### src/rtl/newton_seq_ctrl.sv
// Sequencer for a digit-serial Newton datapath: loads operand digits, runs N_ITER
// passes that feed each result back into x_buf, and streams the final pass out.
module newton_seq_ctrl #(
   parameter int WIDTH    = 128,
   parameter int N_ITER   = 5,
   parameter int DP_DELAY = 3
) (
   input  logic       clk,
   input  logic       asyn_reset,
   input  logic       start,
   output logic       busy,
   input  logic       in_valid,
   output logic       in_ready,
   input  logic [1:0] in_x,
   input  logic [1:0] in_b,
   output logic       dp_clear,
   output logic       dp_en,
   output logic [1:0] dp_x,
   output logic [1:0] dp_b,
   input  logic [1:0] dp_res,
   output logic       out_valid,
   output logic [1:0] out_digit,
   output logic       out_last,
   output logic       done
);

   localparam int CW = $clog2(WIDTH + DP_DELAY);
   localparam int IW = $clog2(N_ITER + 1);
   localparam int AW = $clog2(WIDTH);
   localparam logic [CW-1:0] C_LOAD_LAST = CW'(WIDTH - 1);
   localparam logic [CW-1:0] C_RUN_LAST  = CW'(WIDTH + DP_DELAY - 1);
   localparam logic [CW-1:0] C_DLY       = CW'(DP_DELAY);
   localparam logic [CW-1:0] C_W         = CW'(WIDTH);
   localparam logic [IW-1:0] I_LAST      = IW'(N_ITER - 1);

   typedef enum logic [2:0] {S_IDLE, S_LOAD, S_CLEAR, S_RUN, S_DONE} state_t;

   state_t          r_state, w_state_next;
   logic [CW-1:0]   r_cnt, w_cnt_next;
   logic [IW-1:0]   r_iter, w_iter_next;
   logic [1:0]      r_x_buf [0:WIDTH-1];
   logic [1:0]      r_b_buf [0:WIDTH-1];

   logic            w_ld_wr, w_sample, w_final, w_emit, w_rd_en;
   logic [AW-1:0]   w_ld_addr, w_fb_addr, w_rd_addr;

   logic            r_busy, r_in_ready, r_dp_clear, r_dp_en;
   logic [1:0]      r_dp_x, r_dp_b, r_out_digit;
   logic            r_out_valid, r_out_last, r_done;

   always_comb begin
      w_state_next = r_state;
      w_cnt_next   = r_cnt;
      w_iter_next  = r_iter;
      w_ld_wr      = 1'b0;
      case (r_state)
         S_IDLE: begin
            if (start) begin
               w_state_next = S_LOAD;
               w_cnt_next   = '0;
               w_iter_next  = '0;
            end
         end
         S_LOAD: begin
            if (in_valid) begin
               w_ld_wr = 1'b1;
               if (r_cnt == C_LOAD_LAST) begin
                  w_state_next = S_CLEAR;
                  w_cnt_next   = '0;
               end else begin
                  w_cnt_next = r_cnt + CW'(1);
               end
            end
         end
         S_CLEAR: begin
            w_state_next = S_RUN;
            w_cnt_next   = '0;
         end
         S_RUN: begin
            if (r_cnt == C_RUN_LAST) begin
               w_cnt_next = '0;
               if (r_iter == I_LAST) begin
                  w_state_next = S_DONE;
               end else begin
                  w_state_next = S_CLEAR;
                  w_iter_next  = r_iter + IW'(1);
               end
            end else begin
               w_cnt_next = r_cnt + CW'(1);
            end
         end
         S_DONE:  w_state_next = S_IDLE;
         default: w_state_next = S_IDLE;
      endcase
   end

   // Result digit k arrives DP_DELAY cycles after x_buf[k] was presented, so the
   // write-back slot always trails the read pointer and needs no hazard check.
   assign w_sample  = (r_state == S_RUN) && (r_cnt >= C_DLY);
   assign w_final   = (r_iter == I_LAST);
   assign w_emit    = w_sample && w_final;
   assign w_ld_addr = AW'(r_cnt);
   assign w_fb_addr = AW'(r_cnt - C_DLY);
   assign w_rd_en   = (w_state_next == S_RUN) && (w_cnt_next < C_W);
   assign w_rd_addr = AW'(w_cnt_next);

   always_ff @(posedge clk) begin
      if (w_ld_wr) begin
         r_x_buf[w_ld_addr] <= in_x;
         r_b_buf[w_ld_addr] <= in_b;
      end else if (w_sample) begin
         r_x_buf[w_fb_addr] <= dp_res;
      end
   end

   always_ff @(posedge clk) begin
      if (asyn_reset) begin
         r_state     <= S_IDLE;
         r_cnt       <= '0;
         r_iter      <= '0;
         r_busy      <= 1'b0;
         r_in_ready  <= 1'b0;
         r_dp_clear  <= 1'b0;
         r_dp_en     <= 1'b0;
         r_dp_x      <= 2'b00;
         r_dp_b      <= 2'b00;
         r_out_valid <= 1'b0;
         r_out_digit <= 2'b00;
         r_out_last  <= 1'b0;
         r_done      <= 1'b0;
      end else begin
         r_state     <= w_state_next;
         r_cnt       <= w_cnt_next;
         r_iter      <= w_iter_next;
         r_busy      <= (w_state_next != S_IDLE);
         r_in_ready  <= (w_state_next == S_LOAD);
         r_dp_clear  <= (w_state_next == S_CLEAR);
         r_dp_en     <= (w_state_next == S_RUN);
         r_dp_x      <= w_rd_en ? r_x_buf[w_rd_addr] : 2'b00;
         r_dp_b      <= w_rd_en ? r_b_buf[w_rd_addr] : 2'b00;
         r_out_valid <= w_emit;
         r_out_digit <= w_emit ? dp_res : 2'b00;
         r_out_last  <= w_emit && (r_cnt == C_RUN_LAST);
         r_done      <= (w_state_next == S_DONE);
      end
   end

   assign busy      = r_busy;
   assign in_ready  = r_in_ready;
   assign dp_clear  = r_dp_clear;
   assign dp_en     = r_dp_en;
   assign dp_x      = r_dp_x;
   assign dp_b      = r_dp_b;
   assign out_valid = r_out_valid;
   assign out_digit = r_out_digit;
   assign out_last  = r_out_last;
   assign done      = r_done;

endmodule

### config.mk
export PLATFORM = sky130hd
export DESIGN_NAME = newton_seq_ctrl
export DESIGN_NICKNAME = d
export VERILOG_FILES = /design/src/rtl/newton_seq_ctrl.sv
export SDC_FILE = /design/constraint.sdc
export NUM_CORES = 1
export LEC_CHECK = 0
export CORE_UTILIZATION = 35
export DETAILED_ROUTE_END_ITERATION = 8
export GPL_TIMING_DRIVEN = 0
export PLACE_DENSITY = 0.58
export SYNTH_ARGS = -nofsm -noshare
export SYNTH_HDL_FRONTEND = slang
export SYNTH_SLANG_ARGS = --single-unit
### constraint.sdc
create_clock -name clk -period 3.7 [get_ports clk]
set_input_delay 0.37 -clock clk [delete_from_list [all_inputs] [get_ports clk]]
set_output_delay 0.37 -clock clk [all_outputs]
set_load 0.01 [all_outputs]
==> summary.txt <==
Status
  • Status: completed

Floorplanning
  • FP Rows: 93
  • DIE AREA: 0.0671 sq mm
  • Io pins: 23
  • Core ar.: 0.0648 sq mm
  • Die Y: 259 um
  • Initial Util: 0.357
  • Die W: 259 um

Run
  • Maxcap violations: 0

Logic synthesis
  • Leading area contributor after synthesis: edfxtp_1
  • Seq cells post-synth: 539
  • Post-Syn Area: 0.0231 sq mm
  • YS warnings: 0
  • Post-synthesis sequential area ratio: 0.688
  • Mapped Avg Cell Area: 12.7 sq um
  • Share of the synthesized area in the top cell type: 0.665
  • Number of synthesized flops with an enable pin: 512
  • Most used flip-flop cell after synthesis: edfxtp_1
  • Syn Inst Count: 1814
  • Synth Area in XOR/XNOR: 0.00152
  • Compound-Gate Fraction of Synth Area: 0.0570
  • Adder-cell share of the synthesized area: 0.00216
  • Async S/R FF share, synth: 0
  • Area share of and/or/nand/nor cells after synthesis: 0.154
  • Main combinational cell family by area after synthesis: simple AND/OR/NAND/NOR gates
  • Most frequent cell after synthesis: edfxtp_1
  • Yosys cell types: 69
  • Mux share of post-synthesis cell area: 0.0685
  • Ranking of synthesized cells by area: edfxtp_1 66%, nand2_1 5.2%, nor2_1 4.8%
  • Post-synth top cells: 512 x edfxtp_1, 319 x nand2_1, 297 x nor2_1
  • Mapped Nets: 1828

Critical path
  • WP data arrival: 4.18 ns
  • Reg-to-reg slack, setup: 0.005 ns
  • Startpoint type of the worst setup path: flop
  • CP max-delay cell: nor2_1
  • CP most frequent cell: nor2_1
  • CP Data Required Time: 4.18 ns
  • Buf+Inv Stages, Crit Path: 2
  • Max incr delay on CP: 0.78 ns
  • Crit Path Category: reg2reg
  • Largest fanout on the critical path: 10
  • Worst path cell trace: clkinvlp_4, ha_1, and3b_1, a21o_1, buf_4, a21oi_4, nor2_1, nor2_1, a311o_1, o211ai_1, nor4_2, a211oi_2
  • Endpoint class of the critical path: flop
  • Worst reg2reg endpoint: dp_b[0]$_SDFF_PP0_
  • CP delay by family, top: simple AND/OR/NAND/NOR gates
  • Reg2Reg Depth: 12
  • Reg-to-Reg Start: r_cnt[0]$_SDFF_PP0_

Routing
  • Final ANT Viol Nets: 0
  • Via/cell ratio: 5.82
  • Drt drc: 0
  • 1st-iter DRT viols: 2201
  • Routed wire length per instance: 28.7 um
  • Router iterations before antenna repair: 5
  • WL final: 80.8 mm
  • Detailed-route via count: 16363

Final layout
  • Syn-to-layout area delta: 16.1%
  • Final #Nets: 1925
  • Fill cell count: 5969
  • Layout cell share with drive strength beyond 1: 0.147
  • Design Area, Final: 0.0269 sq mm
  • Final core occ: 0.414
  • Ant diodes: 0

Hold path
  • Depth of the worst hold-timing path: 2
  • Hold endpoint: r_state[0]$_SDFF_PP0_
  • Hold crit path type: in2reg
  • Hold_sp: asyn_reset

Clocking
  • CTS H-tree depth: 2
  • Clock Pin Slew Worst Setup and Hold Paths: 0.06 ns
  • CTS Sinks: 539
  • Worst skew pair latency: 0.63 ns
  • Num CTS Buffers: 57
  • CTS tree: done
  • CTS Root Cell: clkbuf_16
  • Max Root-Sink Buffers: 3

STA
  • Final Hold Viols: 0
  • Maximum achievable frequency: 0.271 GHz
  • Slew HR: 0.287
  • Final Max Slew Viols: 0
  • Final TNS setup: 0 ns
  • Crit path time final: 3.70 ns
  • Unrepaired setup endpoints after global routing: true
  • Fin worst setup slack: 0.00460 ns
  • Slew at the pin with the worst max-slew slack: 1.06 ns
  • Final clock skew: 0.0149 ns
  • # setup viols final: 0
  • Tcrit/Tclk final: 0.999

Power
  • PwrDens: 489 mW/mm^2
  • Final Total Pwr: 13100 uW
  • VDD IR max: 0.355 mV
  • LEAKAGE: 0.00898 uW

Global route
  • First-pass GRT wire length: 113 mm
  • Gr ovfl total: 0
  • GRT Util Overall: 0.239
  • Vias in the first global route: 15829
  • Largest net degree at the start of global routing: 84
  • Initial antenna violation count: 1

Place
  • Post-DP Area: 0.0245 sq mm
  • Gpl congestion: 0.974
  • Port Buf Inserts: 21
  • Pre-CTS setup slack: -1.17 ns
  • HPWL after detailed placement: 51.6 mm
## per-layer routing
metal,share of wire,GRT usage,wire [um],vias to the layer above
met3,0.10,0.0507,8250,225
met2,0.45,0.368,36300,1033
li1,-,-,-,6932
met1,0.40,0.321,32200,8171
met4,0.050,0.114,4030,2
met5,0.00016,0,13,-
## sequential cells by signal, indices dropped and copies added, names as in the netlist
signal	flops
busy	1
done	1
dp_b	2
dp_clear	1
dp_en	1
dp_x	2
in_ready	1
out_digit	2
out_last	1
out_valid	1
r_b_buf	256
r_cnt	8
r_iter	3
r_state	3
r_x_buf	256
## per-stage QoR
step,hold WS (ns),std cells
CTS,0.155,2804
floorplan,0.469,1814
finish,0.169,2811
global placement,0.510,2690
detailed placement,0.529,2696
global route,0.199,2811
## logic make-up (layout without fill, tap and decap cells)
kind of cell / after synthesis / in the layout
simple gates: 833 / 833
fa+ha+maj: 4 / 4
flops: 539 / 539
mux: 123 / 123
buf+inv: 126 / 268
xor+xnor: 4 / 4
compound gates: 185 / 185
## cells in the final DEF (no fill, tap or decap), drive strengths merged, types with 5 or more instances in the layout
master / count
buf: 83
mux2i: 93
nand3: 125
nor3: 15
edfxtp: 512
dfxtp: 27
a2111oi: 10
a22oi: 10
a21oi: 65
nor2: 297
o221ai: 16
a311oi: 7
clkinv: 16
o21ai: 9
inv: 14
clkinvlp: 5
nor4: 27
clkdlybuf4s50: 19
nand2: 320
nor2b: 5
or2: 5
mux4: 28
o211ai: 5
or3: 5
o22ai: 10
nand4: 17
a31oi: 9
a211oi: 10
a32oi: 9
clkbuf: 127
## layout make-up
class / count / area, sq um / share of cell area
buffer: 112 / 751 / 0.0280
sequential: 539 / 15900 / 0.593
clock inverter: 26 / 250 / 0.00932
clock buffer: 78 / 1570 / 0.0583
multi-input combinational: 1149 / 6820 / 0.254
inverter: 13 / 52.6 / 0.00196
tap: 855 / 1070 / 0.0398
timing repair buffer: 39 / 425 / 0.0158
## timing repair
action | CTS | global route
gates resized for setup | 95 | 34
hold buffers | 0 | 0
pin swaps | 4 | 5
setup endpoints to repair | 260 | 197
setup buffers | 4 | 8
## power by group
| part | internal (uW) | switching [uW] |
|---|---|---|
| registers | 6680 | 3.82 |
| clock network | 3230 | 2430 |
| logic | 224 | 565 |
| total | 10100 | 3000 |
## worst max path at each step
stage	cells past startpoint	to	slack [ns]	startpoint
after floorplan	7	r_x_buf[0][0]$_DFFE_PP_	0.009	r_cnt[5]$_SDFF_PP0_
after global placement	7	r_x_buf[8][1]$_DFFE_PP_	-1.87	r_cnt[5]$_SDFF_PP0_
after detailed placement	13	dp_x[0]$_SDFF_PP0_	-1.17	r_cnt[0]$_SDFF_PP0_
after CTS	13	dp_x[0]$_SDFF_PP0_	-0.02	r_cnt[0]$_SDFF_PP0_
after global routing	10	r_x_buf[14][1]$_DFFE_PP_	-0.03	r_cnt[0]$_SDFF_PP0_
final	12	dp_b[0]$_SDFF_PP0_	0.005	r_cnt[0]$_SDFF_PP0_
No activity file was read; power rests on OpenSTA's default activity.
